<file path="config.mk">
export PLATFORM = sky130hd
export DESIGN_NAME = wfunc_mult_ctrl
export DESIGN_NICKNAME = d
export VERILOG_FILES = /design/src/rtl/axis_pkg.sv /design/src/rtl/complex_int_mult.sv /design/src/rtl/wfunc_mult_ctrl.sv
export SDC_FILE = /design/constraint.sdc
export NUM_CORES = 2
export LEC_CHECK = 0
export CORE_MARGIN = 4
export CORE_UTILIZATION = 25
export DETAILED_ROUTE_END_ITERATION = 6
export GPL_TIMING_DRIVEN = 1
export PLACE_DENSITY_LB_ADDON = 0.1
export SLEW_MARGIN = 5
export SYNTH_ARGS = -nofsm -noshare
export SYNTH_HDL_FRONTEND = slang
export SYNTH_SLANG_ARGS = --single-unit
</file>
<file path="constraint.sdc">
create_clock -name clk -period 5.02 [get_ports clk]
set_input_delay 1.004 -clock clk [delete_from_list [all_inputs] [get_ports clk]]
set_output_delay 1.004 -clock clk [all_outputs]
set_load 0.005 [all_outputs]
</file>
<file path="src/rtl/axis_pkg.sv">
// Shared stream types for the window-function path: the integer complex sample,
// the window controller state and the sign-extension helper used by the multiplier.
package axis_pkg;

  localparam int SAMPLE_W = 16;

  typedef struct packed {
    logic signed [SAMPLE_W-1:0] re;
    logic signed [SAMPLE_W-1:0] im;
  } sample_t_int;

  typedef enum logic {
    SYNC = 1'b0,
    RUN  = 1'b1
  } wfunc_ctrl_state_t;

  function automatic logic signed [2*SAMPLE_W-1:0] sext(input logic signed [SAMPLE_W-1:0] x);
    return {{SAMPLE_W{x[SAMPLE_W-1]}}, x};
  endfunction

endpackage

</file>
<file path="src/rtl/complex_int_mult.sv">
// Pipelined complex integer multiplier: z = a * b, kept to SAMPLE_W bits per part
// (two's-complement wrap), PIPE_NUM register stages that advance only when en is high.
module complex_int_mult
  import axis_pkg::*;
#(
  parameter int PIPE_NUM = 10
) (
  input  logic        clk,
  input  logic        rst_n,
  input  logic        en,
  input  sample_t_int a,
  input  sample_t_int b,
  output sample_t_int z
);

  logic signed [2*SAMPLE_W-1:0] rr, ii, ri, ir, re_sum, im_sum;
  sample_t_int prod;
  sample_t_int pipe [PIPE_NUM];

  assign rr     = sext(a.re) * sext(b.re);
  assign ii     = sext(a.im) * sext(b.im);
  assign ri     = sext(a.re) * sext(b.im);
  assign ir     = sext(a.im) * sext(b.re);
  assign re_sum = rr - ii;
  assign im_sum = ri + ir;

  // Low bits are exact modulo 2^SAMPLE_W, so wrapping here needs no extra logic.
  assign prod.re = re_sum[SAMPLE_W-1:0];
  assign prod.im = im_sum[SAMPLE_W-1:0];

  always_ff @(posedge clk or negedge rst_n) begin
    if (!rst_n) begin
      for (int i = 0; i < PIPE_NUM; i++) pipe[i] <= '0;
    end else if (en) begin
      pipe[0] <= prod;
      for (int i = 1; i < PIPE_NUM; i++) pipe[i] <= pipe[i-1];
    end
  end

  assign z = pipe[PIPE_NUM-1];

endmodule

</file>
<file path="src/rtl/wfunc_mult_ctrl.sv">
// Window-function sequencer: feeds samples and coefficients into the multiplier,
// shadows valid/last through its pipeline and resynchronises on framing errors.
module wfunc_mult_ctrl
  import axis_pkg::*;
#(
  parameter int PIPE_NUM  = 10,
  parameter int FRAME_LEN = 1024,
  parameter int ADDR_W    = $clog2(FRAME_LEN)
) (
  input  logic              clk,
  input  logic              rst_n,
  input  sample_t_int       s_axis_tdata,
  input  logic              s_axis_tvalid,
  input  logic              s_axis_tlast,
  output logic              s_axis_tready,
  output logic [ADDR_W-1:0] coef_addr,
  input  sample_t_int       coef_data,
  output sample_t_int       m_axis_tdata,
  output logic              m_axis_tvalid,
  output logic              m_axis_tlast,
  input  logic              m_axis_tready,
  output logic              frame_err,
  output logic [15:0]       frame_cnt,
  output wfunc_ctrl_state_t state_dbg
);

  // Handshakes: a beat transfers on a rising edge where valid & ready are both high;
  // valid never waits on ready, and data/last are held while valid is high and ready is low.

  wfunc_ctrl_state_t state;
  logic [ADDR_W-1:0] idx;
  logic [PIPE_NUM-1:0] vld, lst;
  logic adv, accept, idx_end, run;

  assign run     = (state == RUN);
  assign adv     = ~vld[PIPE_NUM-1] | m_axis_tready;
  assign s_axis_tready = ~run | adv;
  assign accept  = s_axis_tvalid & s_axis_tready;
  assign idx_end = (idx == ADDR_W'(FRAME_LEN - 1));

  assign coef_addr     = idx;
  assign m_axis_tvalid = vld[PIPE_NUM-1];
  assign m_axis_tlast  = lst[PIPE_NUM-1];
  assign state_dbg     = state;

  complex_int_mult #(.PIPE_NUM(PIPE_NUM)) u_mult (
    .clk   (clk),
    .rst_n (rst_n),
    .en    (adv),
    .a     (s_axis_tdata),
    .b     (coef_data),
    .z     (m_axis_tdata)
  );

  always_ff @(posedge clk or negedge rst_n) begin
    if (!rst_n) begin
      state     <= RUN;
      idx       <= '0;
      frame_err <= 1'b0;
    end else begin
      frame_err <= 1'b0;
      case (state)
        RUN: begin
          if (accept) begin
            if (s_axis_tlast || idx_end) idx <= '0;
            else                          idx <= idx + 1'b1;
            if (s_axis_tlast && !idx_end) frame_err <= 1'b1;
            // Frame overran without tlast: drop input until the source's own tlast.
            if (!s_axis_tlast && idx_end) begin
              frame_err <= 1'b1;
              state     <= SYNC;
            end
          end
        end
        SYNC: begin
          idx <= '0;
          if (accept && s_axis_tlast) state <= RUN;
        end
        default: begin
          state <= RUN;
          idx   <= '0;
        end
      endcase
    end
  end

  // Shadow valid/last move in lock-step with the multiplier stages.
  always_ff @(posedge clk or negedge rst_n) begin
    if (!rst_n) begin
      vld <= '0;
      lst <= '0;
    end else if (adv) begin
      vld[0] <= run & accept;
      lst[0] <= run & accept & (s_axis_tlast | idx_end);
      for (int i = 1; i < PIPE_NUM; i++) begin
        vld[i] <= vld[i-1];
        lst[i] <= lst[i-1];
      end
    end
  end

  always_ff @(posedge clk or negedge rst_n) begin
    if (!rst_n) begin
      frame_cnt <= '0;
    end else if (m_axis_tvalid && m_axis_tready && m_axis_tlast) begin
      frame_cnt <= frame_cnt + 16'd1;
    end
  end

endmodule

</file>
==> run metrics <==
GRT overflow 0; area added between synthesis and finish 26.77%; Sequential Area 9210 um^2; top area cells in the synthesized netlist dfrtp_1 (29%), fa_1 (24%), nand2_1 (14%); DR vias/cell 4.040; Worst-Margin Slew between 1 and 1.5 ns; share of layout cells above drive strength 1 0.1833; CP peak stage delay between 0.5 and 0.6 ns; clock-pin slew on the worst setup and hold paths approximately 0.06 ns; final core area utilization 0.3197; DRC marker count from the first detailed-route iteration around 1200; final worst clock skew roughly 0.014 ns; clk_lat worst skew 0.55 ns; post-route insts no fill about 5500; Synth Register Bits 368; crit share post-route 1.319; Root Buffer clkbuf_16; Tmin final between 6 and 7 ns; Hold Path Cell Cnt 2; Arr. time, crit path slightly above 7 ns; outcome finished, violations left; WL met2 between 40000 and 50000 um; Setup WS post-layout -1.603 ns; adder-cell share of the synthesized area 0.3279; Multi-input gate area 20290 um^2; DR WL met3 2337 um; Worst R2R Path Depth 5; Levels on crit path 21; Post-synth top flop dfrtp_1; drt drc 0; CP Max Fanout 3; vias in the first global route ~24000; Slew headroom 0.2887; final-layout fill cell count between 10000 and 15000; post-synthesis simple-gate area fraction 0.2212; startpoint types primary input; Syn Inst Count ~3500; post-place setup slack -2.701 ns; Final HPWL DP about 65000 um; WP buf/inv 4; H-tree depth 2; M1 WL roughly 42000 um; slowest CP cell fa_1; Min-Delay Path Class register to register; most frequent cells in the layout nand2_1 (1182), inv_1 (466), dfrtp_1 (367); fraction of the mapped netlist area in compound gates 0.01715; initial antenna violation count 2; largest family of logic cells by synthesized area adder cells; most used cell, CP fa_1; Initial Utilization 0.2522; EDFF count, synth 0; CP Class primary input to register; Critical Path, Cell by Cell clkdlybuf4s15_1 > and2_4 > fa_1 > inv_1 > fa_1 > inv_2 > fa_1 > inv_2 > fa_1 > fa_1 > fa_1 > fa_1 > fa_2 > xnor2_2 > xnor2_2 > xnor2_1 > xnor2_1 > xnor3_1 > xnor3_2 > xnor2_2 > o21ai_1; Clock Tree Buf Depth 3; CTS tree built; Max Cap Violations 0; cell area after layout approximately 40000 um^2; Post-Syn Nets 4197; die width approximately 360 um; failing checks setup timing; Ys Warns 0; core region area about 120000 um^2; row count 129; synth unique cells 44; dpl cell area between 30000 and 40000 um^2; Die H approximately 360 um; CTS Sinks 368; Seq/Total Area, Yosys 0.2950; Synth Area per Inst approximately 9 um^2; number of top-level pins roughly 130; top-area cell type share of the netlist area 0.2941; GPL Wtd Cong 0.8009; Die Footprint roughly 130000 um^2; PortBufs 131; Max Clk Rate around 0.15 GHz; XOR/XNOR Fraction of Synth Area 0.04640; highest metal layer with signal wires met4; Via Count between 20000 and 25000; Final setup viols 21; first-pass GRT wire length roughly 140000 um; DR WL/cell 16.24 um; first-pass iteration count of the detailed router 4; dpl cells 5349; pin count of the biggest net entering global routing between 150 and 200; nets@finish 4505; synthesized cell area approximately 31000 um^2; Worst setup EP type register; post-synthesis mux area share 0.0003606; Critical Path RT between 5 and 6 ns; Total GRT Usage 0.1386; crit-path leading delay family adder cells; CTS Buf Count 40; Hold Fails Final Rpt 0; FFs w/ async S/R, synth 1.000; Final Routed Wirelength 89430 um; fin. max-slew vios 0; most common cell after layout, fill and taps aside nand2_1; top cell type by total area after synthesis dfrtp_1; Post-DRT Antenna Nets 0; RSZ-0062 raised after global routing yes
==> layout make-up <==
type | count | area share
multi-input cells | 2435 | 0.5127
flip-flops and latches | 368 | 0.2327
repair buffers | 465 | 0.1214
well taps | 1637 | 0.05174
inverters | 529 | 0.05023
clock buffers | 56 | 0.02807
clock inverters | 14 | 0.002971
diodes | 3 | 0.0001897
==> cells by family (layout without fill, tap and decap cells) <==
group,Yosys count,in the layout
compound gates,89,89
xor+xnor,159,159
fa+ha+maj,597,597
buf+inv,728,1064
flops,368,368
mux,1,1
other cells,0,3
simple gates,1589,1589
==> worst paths after layout <==
| path | start | end | slack (ns) |
|---|---|---|---|
| hold / removal | u_mult.pipe[213]$_DFFE_PN0P_ | u_mult.pipe[181]$_DFFE_PN0P_ | 0.46 |
| setup / recovery | coef_data[12] | u_mult.pipe[303]$_DFFE_PN0P_ | -1.60 |
| max in group asynchronous | rst_n | coef_addr[4]$_DFFE_PN0P_ | 3.36 |
| hold reg to reg | u_mult.pipe[213]$_DFFE_PN0P_ | u_mult.pipe[181]$_DFFE_PN0P_ | 0.46 |
| min in group asynchronous | rst_n | u_mult.z[20]$_DFFE_PN0P_ | 0.49 |
| setup reg to reg | vld[9]$_DFFE_PN0P_ | u_mult.pipe[154]$_DFFE_PN0P_ | 2.55 |
==> synth_stat cells, types with 3 or more instances <==
library cell     n
and2_1         336
nor2_1          20
inv_1          529
clkbuf_1       156
dfrtp_1        367
buf_2            8
or4_1            5
nand2_1       1190
xor2_1          29
nor2b_1          3
fa_1           369
o21bai_1         5
o21a_1           4
o31ai_1          4
xnor3_1          3
xnor2_1        125
nand2b_1         3
a31oi_1          7
nor3_1           4
and3_1          10
a21o_1           7
buf_4           32
o21ai_0         27
nand3_1         11
a21oi_1         24
ha_1           228
==> sequential cells by signal (all words and copies together), names as in the netlist <==
| name | cells |
|---|---|
| coef_addr | 10 |
| u_mult.pipe | 288 |
| frame_err | 1 |
| u_mult.z | 32 |
| vld | 10 |
| lst | 10 |
| state_dbg | 1 |
| frame_cnt | 16 |
==> timing repair <==
action / 4_1_cts / 5_1_grt
pin swaps: 154 / 101
endpoints found under the setup margin: 24 / 23
buffers inserted: 69 / 17
cloned: 10 / 1
gates resized for setup: 480 / 98
hold buffers: 0 / 0
==> worst reg2reg max path, cell delays in order (launching register included) <==
cell and delay (ns):
dfrtp_1 0.44, nor2b_4 0.22, buf_12 0.53, buf_4 0.97, nand2_1 0.17, nand2_1 0.08
==> per-stage QoR <==
stage	TNS, ns	hold slack (ns)
2_1_floorplan	-25.03	0.4300
4_1_cts	-23.16	0.4616
5_1_grt	-26.34	0.4794
3_5_place_dp	-49.47	0.4543
3_3_place_gp	-49.43	0.4487
6_report	-22.92	0.4586
==> per-layer routing <==
| layer | vias up | GRT usage |
|---|---|---|
| li1 | 10993 | - |
| met1 | 10859 | 0.1920 |
| met2 | 298 | 0.2305 |
| met3 | 98 | 0.01293 |
| met4 | 0 | 0.04113 |
| met5 | - | 0 |
Power is not shown: default switching activity piles up to over one toggle a cycle in this logic, so the estimate is an artifact.
